## src/rtl/rv_mop_fission.sv

```systemverilog
// rv_mop_fission -- splits a decoded, possibly fused, RISC-V macro-op into
// one or two micro-ops for the downstream issue stage.
//
// Ports
//   clock, reset_n                 clock and asynchronous active-low reset
//   in_valid / in_ready            upstream handshake for one decoded op
//   in_rd, in_rs1, in_rs2          register fields of the incoming op
//   in_opcode, in_funct3,
//   in_funct7, in_imm              opcode[6:2], function fields, 33-bit
//                                  signed immediate
//   flush                          kills the buffered op and any pending uop
//   out_valid / out_ready          downstream handshake for one micro-op
//   out_rd .. out_imm              micro-op fields
//   out_last                       final micro-op of the current op
//   out_illegal                    op not crackable / immediate not
//                                  representable
//
// Fused ops (opcode 00010) are cracked as:
//   funct7 0000000  load.pc     -> auipc rd,hi ; load rd,lo(rd)
//   funct7 0000001  load.add    -> add rd,rs1,rs2 ; load rd,0(rd)
//   funct7 00000{10,11,100}     -> shNadd rd,rs1,rs2 ; load rd,0(rd)
//   funct7 0000101, funct3 000  -> sub rd,x0,rs1 ; max rd,rd,rs1  (abs)
// Anything else under 00010 passes through flagged illegal; all other
// opcodes pass through unchanged as a single micro-op.
module rv_mop_fission (
  input  logic               clock,
  input  logic               reset_n,
  input  logic               in_valid,
  output logic               in_ready,
  input  logic [4:0]         in_rd,
  input  logic [4:0]         in_rs1,
  input  logic [4:0]         in_rs2,
  input  logic [4:0]         in_opcode,
  input  logic [2:0]         in_funct3,
  input  logic [6:0]         in_funct7,
  input  logic signed [32:0] in_imm,
  input  logic               flush,
  output logic               out_valid,
  input  logic               out_ready,
  output logic [4:0]         out_rd,
  output logic [4:0]         out_rs1,
  output logic [4:0]         out_rs2,
  output logic [4:0]         out_opcode,
  output logic [2:0]         out_funct3,
  output logic [6:0]         out_funct7,
  output logic signed [31:0] out_imm,
  output logic               out_last,
  output logic               out_illegal
);

  localparam logic [1:0] S_EMPTY = 2'd0;
  localparam logic [1:0] S_UOP0  = 2'd1;
  localparam logic [1:0] S_UOP1  = 2'd2;

  localparam logic [4:0] OPC_LOAD  = 5'b00000;
  localparam logic [4:0] OPC_FUSED = 5'b00010;
  localparam logic [4:0] OPC_AUIPC = 5'b00101;
  localparam logic [4:0] OPC_OP    = 5'b01100;

  typedef struct packed {
    logic [4:0]  rd;
    logic [4:0]  rs1;
    logic [4:0]  rs2;
    logic [4:0]  opcode;
    logic [2:0]  funct3;
    logic [6:0]  funct7;
    logic [31:0] imm;
    logic        last;
    logic        illegal;
  } uop_t;

  // Upper part for auipc: bump hi20 when the low half is negative so that
  // hi + sext(lo) reconstructs the original value (wraps mod 2^32).
  function automatic logic [31:0] imm_hi_f(input logic signed [32:0] imm);
    logic [19:0] hi;
    hi = imm[31:12] + {19'b0, imm[11]};
    return {hi, 12'b0};
  endfunction

  function automatic logic [31:0] imm_lo_f(input logic signed [32:0] imm);
    return {{20{imm[11]}}, imm[11:0]};
  endfunction

  // Not representable: value outside signed 32 bits, or the hi20 rounding
  // carries 0x7FFFF into 0x80000 (positive value turning negative).
  function automatic logic imm_ovf_f(input logic signed [32:0] imm);
    return (imm[32] != imm[31]) || ((imm[31:12] == 20'h7FFFF) && imm[11]);
  endfunction

  logic [1:0] state;
  logic       rdy_en;
  uop_t       cur_p0;
  uop_t       nxt_p1;
  uop_t       uop0_d;
  uop_t       uop1_d;
  uop_t       ld_d;
  logic       accept;
  logic       fire;
  logic       ovf;

  assign out_valid = (state != S_EMPTY);
  assign fire      = out_valid && out_ready;
  // rdy_en keeps in_ready low until the first edge after reset release.
  assign in_ready  = rdy_en && !flush &&
                     ((state == S_EMPTY) || (fire && cur_p0.last));
  assign accept    = in_valid && in_ready;
  assign ovf       = imm_ovf_f(in_imm);

  // Decode: build both micro-ops from the incoming op
  always_comb begin
    uop0_d         = '0;
    uop0_d.rd      = in_rd;
    uop0_d.rs1     = in_rs1;
    uop0_d.rs2     = in_rs2;
    uop0_d.opcode  = in_opcode;
    uop0_d.funct3  = in_funct3;
    uop0_d.funct7  = in_funct7;
    uop0_d.imm     = in_imm[31:0];
    uop0_d.last    = 1'b1;
    uop0_d.illegal = 1'b0;

    uop1_d         = '0;
    uop1_d.last    = 1'b1;

    // Common second half of the load-fusion family: load rd, 0(rd).
    ld_d           = '0;
    ld_d.opcode    = OPC_LOAD;
    ld_d.funct3    = in_funct3;
    ld_d.rd        = in_rd;
    ld_d.rs1       = in_rd;
    ld_d.last      = 1'b1;

    if (in_opcode == OPC_FUSED) begin
      uop0_d.illegal = 1'b1;
      case (in_funct7)
        7'b0000000: begin
          uop0_d         = '0;
          uop0_d.opcode  = OPC_AUIPC;
          uop0_d.rd      = in_rd;
          uop0_d.imm     = imm_hi_f(in_imm);
          uop0_d.illegal = ovf;
          uop1_d         = ld_d;
          uop1_d.imm     = imm_lo_f(in_imm);
          uop1_d.illegal = ovf;
        end
        7'b0000001, 7'b0000010, 7'b0000011, 7'b0000100: begin
          uop0_d        = '0;
          uop0_d.opcode = OPC_OP;
          uop0_d.rd     = in_rd;
          uop0_d.rs1    = in_rs1;
          uop0_d.rs2    = in_rs2;
          case (in_funct7[2:0])
            3'b010:  uop0_d.funct3 = 3'b010;
            3'b011:  uop0_d.funct3 = 3'b100;
            3'b100:  uop0_d.funct3 = 3'b110;
            default: uop0_d.funct3 = 3'b000;
          endcase
          uop0_d.funct7 = (in_funct7 == 7'b0000001) ? 7'b0000000 : 7'b0010000;
          uop1_d        = ld_d;
        end
        7'b0000101: begin
          if (in_funct3 == 3'b000) begin
            uop0_d        = '0;
            uop0_d.opcode = OPC_OP;
            uop0_d.funct7 = 7'b0100000;
            uop0_d.rd     = in_rd;
            uop0_d.rs2    = in_rs1;
            uop1_d        = '0;
            uop1_d.opcode = OPC_OP;
            uop1_d.funct3 = 3'b110;
            uop1_d.funct7 = 7'b0000101;
            uop1_d.rd     = in_rd;
            uop1_d.rs1    = in_rd;
            uop1_d.rs2    = in_rs1;
            uop1_d.last   = 1'b1;
          end
        end
        default: ;
      endcase
    end
  end

  // Stage p0: presented micro-op and control state
  always_ff @(posedge clock or negedge reset_n) begin
    if (!reset_n) begin
      state  <= S_EMPTY;
      rdy_en <= 1'b0;
      cur_p0 <= '0;
    end else begin
      rdy_en <= 1'b1;
      if (flush) begin
        state <= S_EMPTY;
      end else if (accept) begin
        state  <= S_UOP0;
        cur_p0 <= uop0_d;
      end else if (fire && !cur_p0.last) begin
        state  <= S_UOP1;
        cur_p0 <= nxt_p1;
      end else if (fire) begin
        state <= S_EMPTY;
      end
    end
  end

  // Stage p1: second micro-op waiting behind the presented one
  always_ff @(posedge clock) begin
    if (accept) begin
      nxt_p1 <= uop1_d;
    end
  end

  assign out_rd      = cur_p0.rd;
  assign out_rs1     = cur_p0.rs1;
  assign out_rs2     = cur_p0.rs2;
  assign out_opcode  = cur_p0.opcode;
  assign out_funct3  = cur_p0.funct3;
  assign out_funct7  = cur_p0.funct7;
  assign out_imm     = cur_p0.imm;
  assign out_last    = cur_p0.last;
  assign out_illegal = cur_p0.illegal;

endmodule

```

## config.mk

```make
export PLATFORM = sky130hd
export DESIGN_NAME = rv_mop_fission
export DESIGN_NICKNAME = d
export VERILOG_FILES = /design/src/rtl/rv_mop_fission.sv
export SDC_FILE = /design/constraint.sdc
export NUM_CORES = 1
export LEC_CHECK = 0
export ABC_AREA = 1
export CORE_ASPECT_RATIO = 0.75
export CORE_MARGIN = 3
export CORE_UTILIZATION = 30
export DETAILED_ROUTE_END_ITERATION = 8
export PLACE_DENSITY = 0.55
export SYNTH_ARGS = -nofsm -noshare
export SYNTH_HDL_FRONTEND = slang
export SYNTH_SLANG_ARGS = --single-unit
```

## constraint.sdc

```tcl
create_clock -name clock -period 3.2 [get_ports clock]
set_input_delay 0.32 -clock clock [delete_from_list [all_inputs] [get_ports clock]]
set_output_delay 0.32 -clock clock [all_outputs]
set_load 0.05 [all_outputs]
```

======== Word level (Yosys, flattened, before mapping) ========
Index checks and enable logic that the tools add are counted.
word-level totals
  flip-flop bits (word level) ............. 131
  input bits .............................. 68
  output and inout bits ................... 66
  logic and storage cells ................. 65
operators by class
  add/sub/neg operators ................... 1
  equality and inequality tests ........... 11
  muxes and demuxes ....................... 13
  bitwise operators ....................... 1
  reduce and logical (&&, ||, !) cells .... 19
operator list
  cell                    number
  $mux W64                3
  $pmux W64 S3            1
  $pmux W59 S3            1
  $mux W59                2
  $add A20 B1 Y20         1
  $eq A20 B19 Y1 const B  1
  $eq A7 B2 Y1 const B    2
  $eq A7 B3 Y1 const B    2
  $pmux W3 S3             1
  $mux W2                 4
  $eq A7 B1 Y1 const B    1
  $logic_and A1 B1 Y1     7
  $logic_not A7 Y1        1
  $eq A3 B2 Y1 const B    2
  $eq A5 B2 Y1 const B    1
  $mux W5                 1
  $reduce_bool A2 Y1      2
  $reduce_bool A4 Y1      1
  $reduce_or A4 Y1        1
  $eq A3 B3 Y1 const B    1
  $logic_not A3 Y1        1
  $logic_not A1 Y1        2
  $logic_not A2 Y1        1
  $logic_or A1 B1 Y1      2
  other kinds (3)         3

======== Longest topological paths before layout ========
  depth in word-level cells ............... 8
  mapped depth ............................ 13
  gate-level depth less buffers ........... 13

======== Worst setup path after synthesis ========
No wires, ideal clock.
  path type ............................... flip-flop to flip-flop
  start ................................... reg cur_p0 (netlist bit out_last)
  end ..................................... reg nxt_p1[0] in the netlist's numbering, enable pin
  setup time .............................. 0.374 ns
  data arrival time ....................... 1.594 ns
  data required time ...................... 2.826 ns
  setup slack ............................. 1.232 ns
  cell stages (with the launch flop) ...... 6
  buffers on the path ..................... 1
  clock period less this slack ............ 1.968 ns
  path through ............................ dfrtp_1 nand2_1 nand2_1 nand3_4 clkinv_2 buf_2
between the ends
  longest elaborated chain between the ends .. 4
ends and longest elaborated chain
  what                    RTL line  text
  start, declared         92        uop_t cur_p0;
  start signal, assigned  195       cur_p0 <= uop0_d;
  start signal, assigned  198       cur_p0 <= nxt_p1;
  $logic_and A1 B1 Y1     105       ((state == S_EMPTY) || (fire && cur_p0.last));
  $logic_or A1 B1 Y1      105
  $logic_and A1 B1 Y1     104       assign in_ready = rdy_en && !flush &&
  $logic_and A1 B1 Y1     106       assign accept = in_valid && in_ready;
  via accept              97        logic accept;
  end signal, assigned    208       nxt_p1 <= uop1_d;
  end, declared           93        uop_t nxt_p1;
The timed path passes the listed nets, and every way through them passes these cells.
A chain may end at the register's enable or synchronous reset.

======== Final worst setup path ========
  start ................................... in out_ready
  end ..................................... out in_ready
between the ends
  longest elaborated chain between the ends .. 4
ends and longest elaborated chain
  what                 RTL line  text
  start, declared      39        input logic out_ready,
  $logic_and A1 B1 Y1  102       assign fire = out_valid && out_ready;
  $logic_and A1 B1 Y1  105
  $logic_or A1 B1 Y1   105
  $logic_and A1 B1 Y1  104
  end, declared        29        output logic in_ready,
Every way passes these cells.

==> flow_summary.toml <==
[cts]
post_cts_buffers = 0
cts_resized = 0
clk_latency_ns = 0.35
cts_tree = "done"
cts_root_buf = "clkbuf_16"
cts.sinks = 94
cts-hold-fix-buffers = 0
h-tree-depth = 3
cts.path.max_buffers = 2
cts_made_buffers = 9
clk_pin_slew_ns = 0.06

[routing]
dr.pass1.iters = 5
wl_per_cell_um = 16.9
viasPerCell = 4.84
wl_um = 16400
ant_nets = 0
vias = 4690
drt_iter0_drc = 382
drc_errors = 0

[sta]
worst_pin_slew_ns = 0.806
tns_ns = 0
skew_ns = 0.00836
maxSlewHeadroom_pct = 46.2
finalSetupViolCount = 0
drv_slew = 0
whs_ns = 0.0670
fin_crit_sh_pct = 70.6
layout_min_cycle_time_ns = 2.26
hold_viol_final = 0
rsz0062_at_grt = "no"
fmax_ghz = 0.443

[yosys]
synth_warnings = 0
synth_seq_cells = 94
syn_area_um2 = 5050
ys_seq_area_share_pct = 49.2
avgSynthCellArea_um2 = 8.11
synth_top_area_share_pct = 33.2
yosysUniqueCellTypes = 42
synth_top_cells_by_area = "dfrtp_1, edfxtp_1, nand2_1"
yosysTopAreaCell = "dfrtp_1"
synth_nets = 693
netlist_instances = 623

[floorplanning]
die_w_um = 156
dieArea_um2 = 18400
io_pins = 134
coreArea_um2 = 16300
initial_core_util_pct = 31.1
row_count = 40
die_y_um = 118

[placed_design]
port_buffers = 133
gp_congestion = 0.870
placed_cells = 954
place_hpwl_um = 12200

[setup_path]
crit_path_end_kind = "output port"
reg2reg_depth = 10
r2r_start = "state[0]"
crit_fanout = 3
criticalPathCategory = "in -> out"
crit_start = "out_ready"
cp.arrival_ns = 1.94
crit_top_cell = "nand2_1"
required_ns = 2.88
rrSetupSlack_ns = 1.15
r2r-end = "out_imm[26]"
startpoint_type = "input pin"
cp_cell_sequence = "clkdlybuf4s50_1 -> nand2_1 -> nand2_1 -> nand2_1 -> inv_1 -> clkdlybuf4s50_1"
critPathSlowestCell = "clkdlybuf4s50_1"
max_stage_delay_ns = 0.79

[finish]
stdcell_count = 970
layout_common_cells = "nand2_1, clkdlybuf4s50_1, nor2_1"
final_common_cell = "nand2_1"
nNetsFinal = 825
drive_above_1_share_pct = 8.55
diodes = 0
area_growth_syn_to_layout_pct = 36.0

[global_route]
grt_first_pass_wirelength_um = 26200
antenna_found_initial = 0
track_usage_pct = 18.1
overflow = 0
grt_max_degree = 44
grt_pass1_vias = 4769

[hold_path]
hold_path.class = "in -> async"

[power_and_ir_drop]
p_leak_nw = 2.98
powerDensity_nw_per_um2 = 565
ir_worst_vdd_mv = 0.232

[job]
drv_cap = 0

[outcome]
status = "completed"
-- registers in the layout (all words and copies together), names as in the netlist, 3 cells and up --
register / cells
nxt_p1: 27
out_imm: 32
out_opcode: 5
out_funct7: 7
out_funct3: 3
out_rd: 5
out_rs2: 5
out_rs1: 5
-- metrics by stage --
| step | instance area [um^2] | total power (W) | utilization [%] | setup WS (ns) |
|---|---|---|---|---|
| 2_1_floorplan | 5050 | 0.00230 | - | 1.23 |
| 3_3_place_gp | 6580 | 0.00283 | 40.5 | 0.661 |
| 3_5_place_dp | 6580 | 0.00283 | 40.5 | 0.650 |
| 4_1_cts | 6870 | 0.00393 | 42.2 | 0.936 |
| 5_1_grt | 6870 | 0.00406 | 42.2 | 0.775 |
| 6_report | 6870 | 0.00388 | 42.2 | 0.941 |
-- how the worst max path moves through the flow --
stage / to / slack [ns] / cells past startpoint
global placement: out_imm[28] / 0.66 / 12
global route: out_imm[26] / 0.77 / 14
CTS: in_ready / 0.94 / 6
detailed placement: out_imm[26] / 0.65 / 14
floorplan: nxt_p1[0] / 1.23 / 5
finish: in_ready / 0.94 / 6
-- cell families after synthesis --
group | count (synthesis) | share of synthesized area (%)
AOI/OAI and AO/OA | 118 | 13.5
xor gates and xnor gates | 1 | 0.173
adders and majority gates | 2 | 0.495
buffers and inverters | 93 | 7.90
DFF | 94 | 49.2
other | 1 | 0.0742
and+or+nand+nor | 314 | 28.7
-- report_power, final --
part	switching, W	leakage [nW]	internal (W)
Combinational	0.000868	1.76	0.000444
Sequential	0.0000997	1.08	0.00139
Clock	0.000471	0.144	0.000605
-- routing by layer --
metal	up-vias	track usage, %	part of all wire [%]
met1	2230	27.2	50
li1	2299	-	-
met3	11	4.54	6.7
met5	-	0	0
met4	0	3.25	0.73
met2	150	26.6	43
-- worst max-delay path: cells and delay by family --
kind | cells | cell delay [ns]
and+or+nand+nor | 3 | 0.27
buffers and inverters | 3 | 1.35
-- cell usage after synthesis (all sizes together) --
cell type and instances:
o21bai 3, edfxtp 27, conb 1, a31oi 4, xnor2 1, clkinv 1, a21oi 50, nand2 150
a22o 1, nand3 47, nand4 8, nor3 4, a22oi 2, o211ai 8, or2 2, clkbuf 7
o21ai 46, inv 72, a31o 1, nand3b 5, ha 2, o22ai 3, buf 13, dfrtp 67
nor2 98
-- final cells by class --
cell class	instances	area (um^2)
Clock buffer	10	229
Inverter	73	280
Timing Repair Buffer	141	1390
Multi-Input combinational cell	436	2160
Clock inverter	6	61.3
Fill cell	1639	9390
Tap cell	210	263
Sequential cell	94	2490
Note: power is estimated with default switching activity, not from simulation.
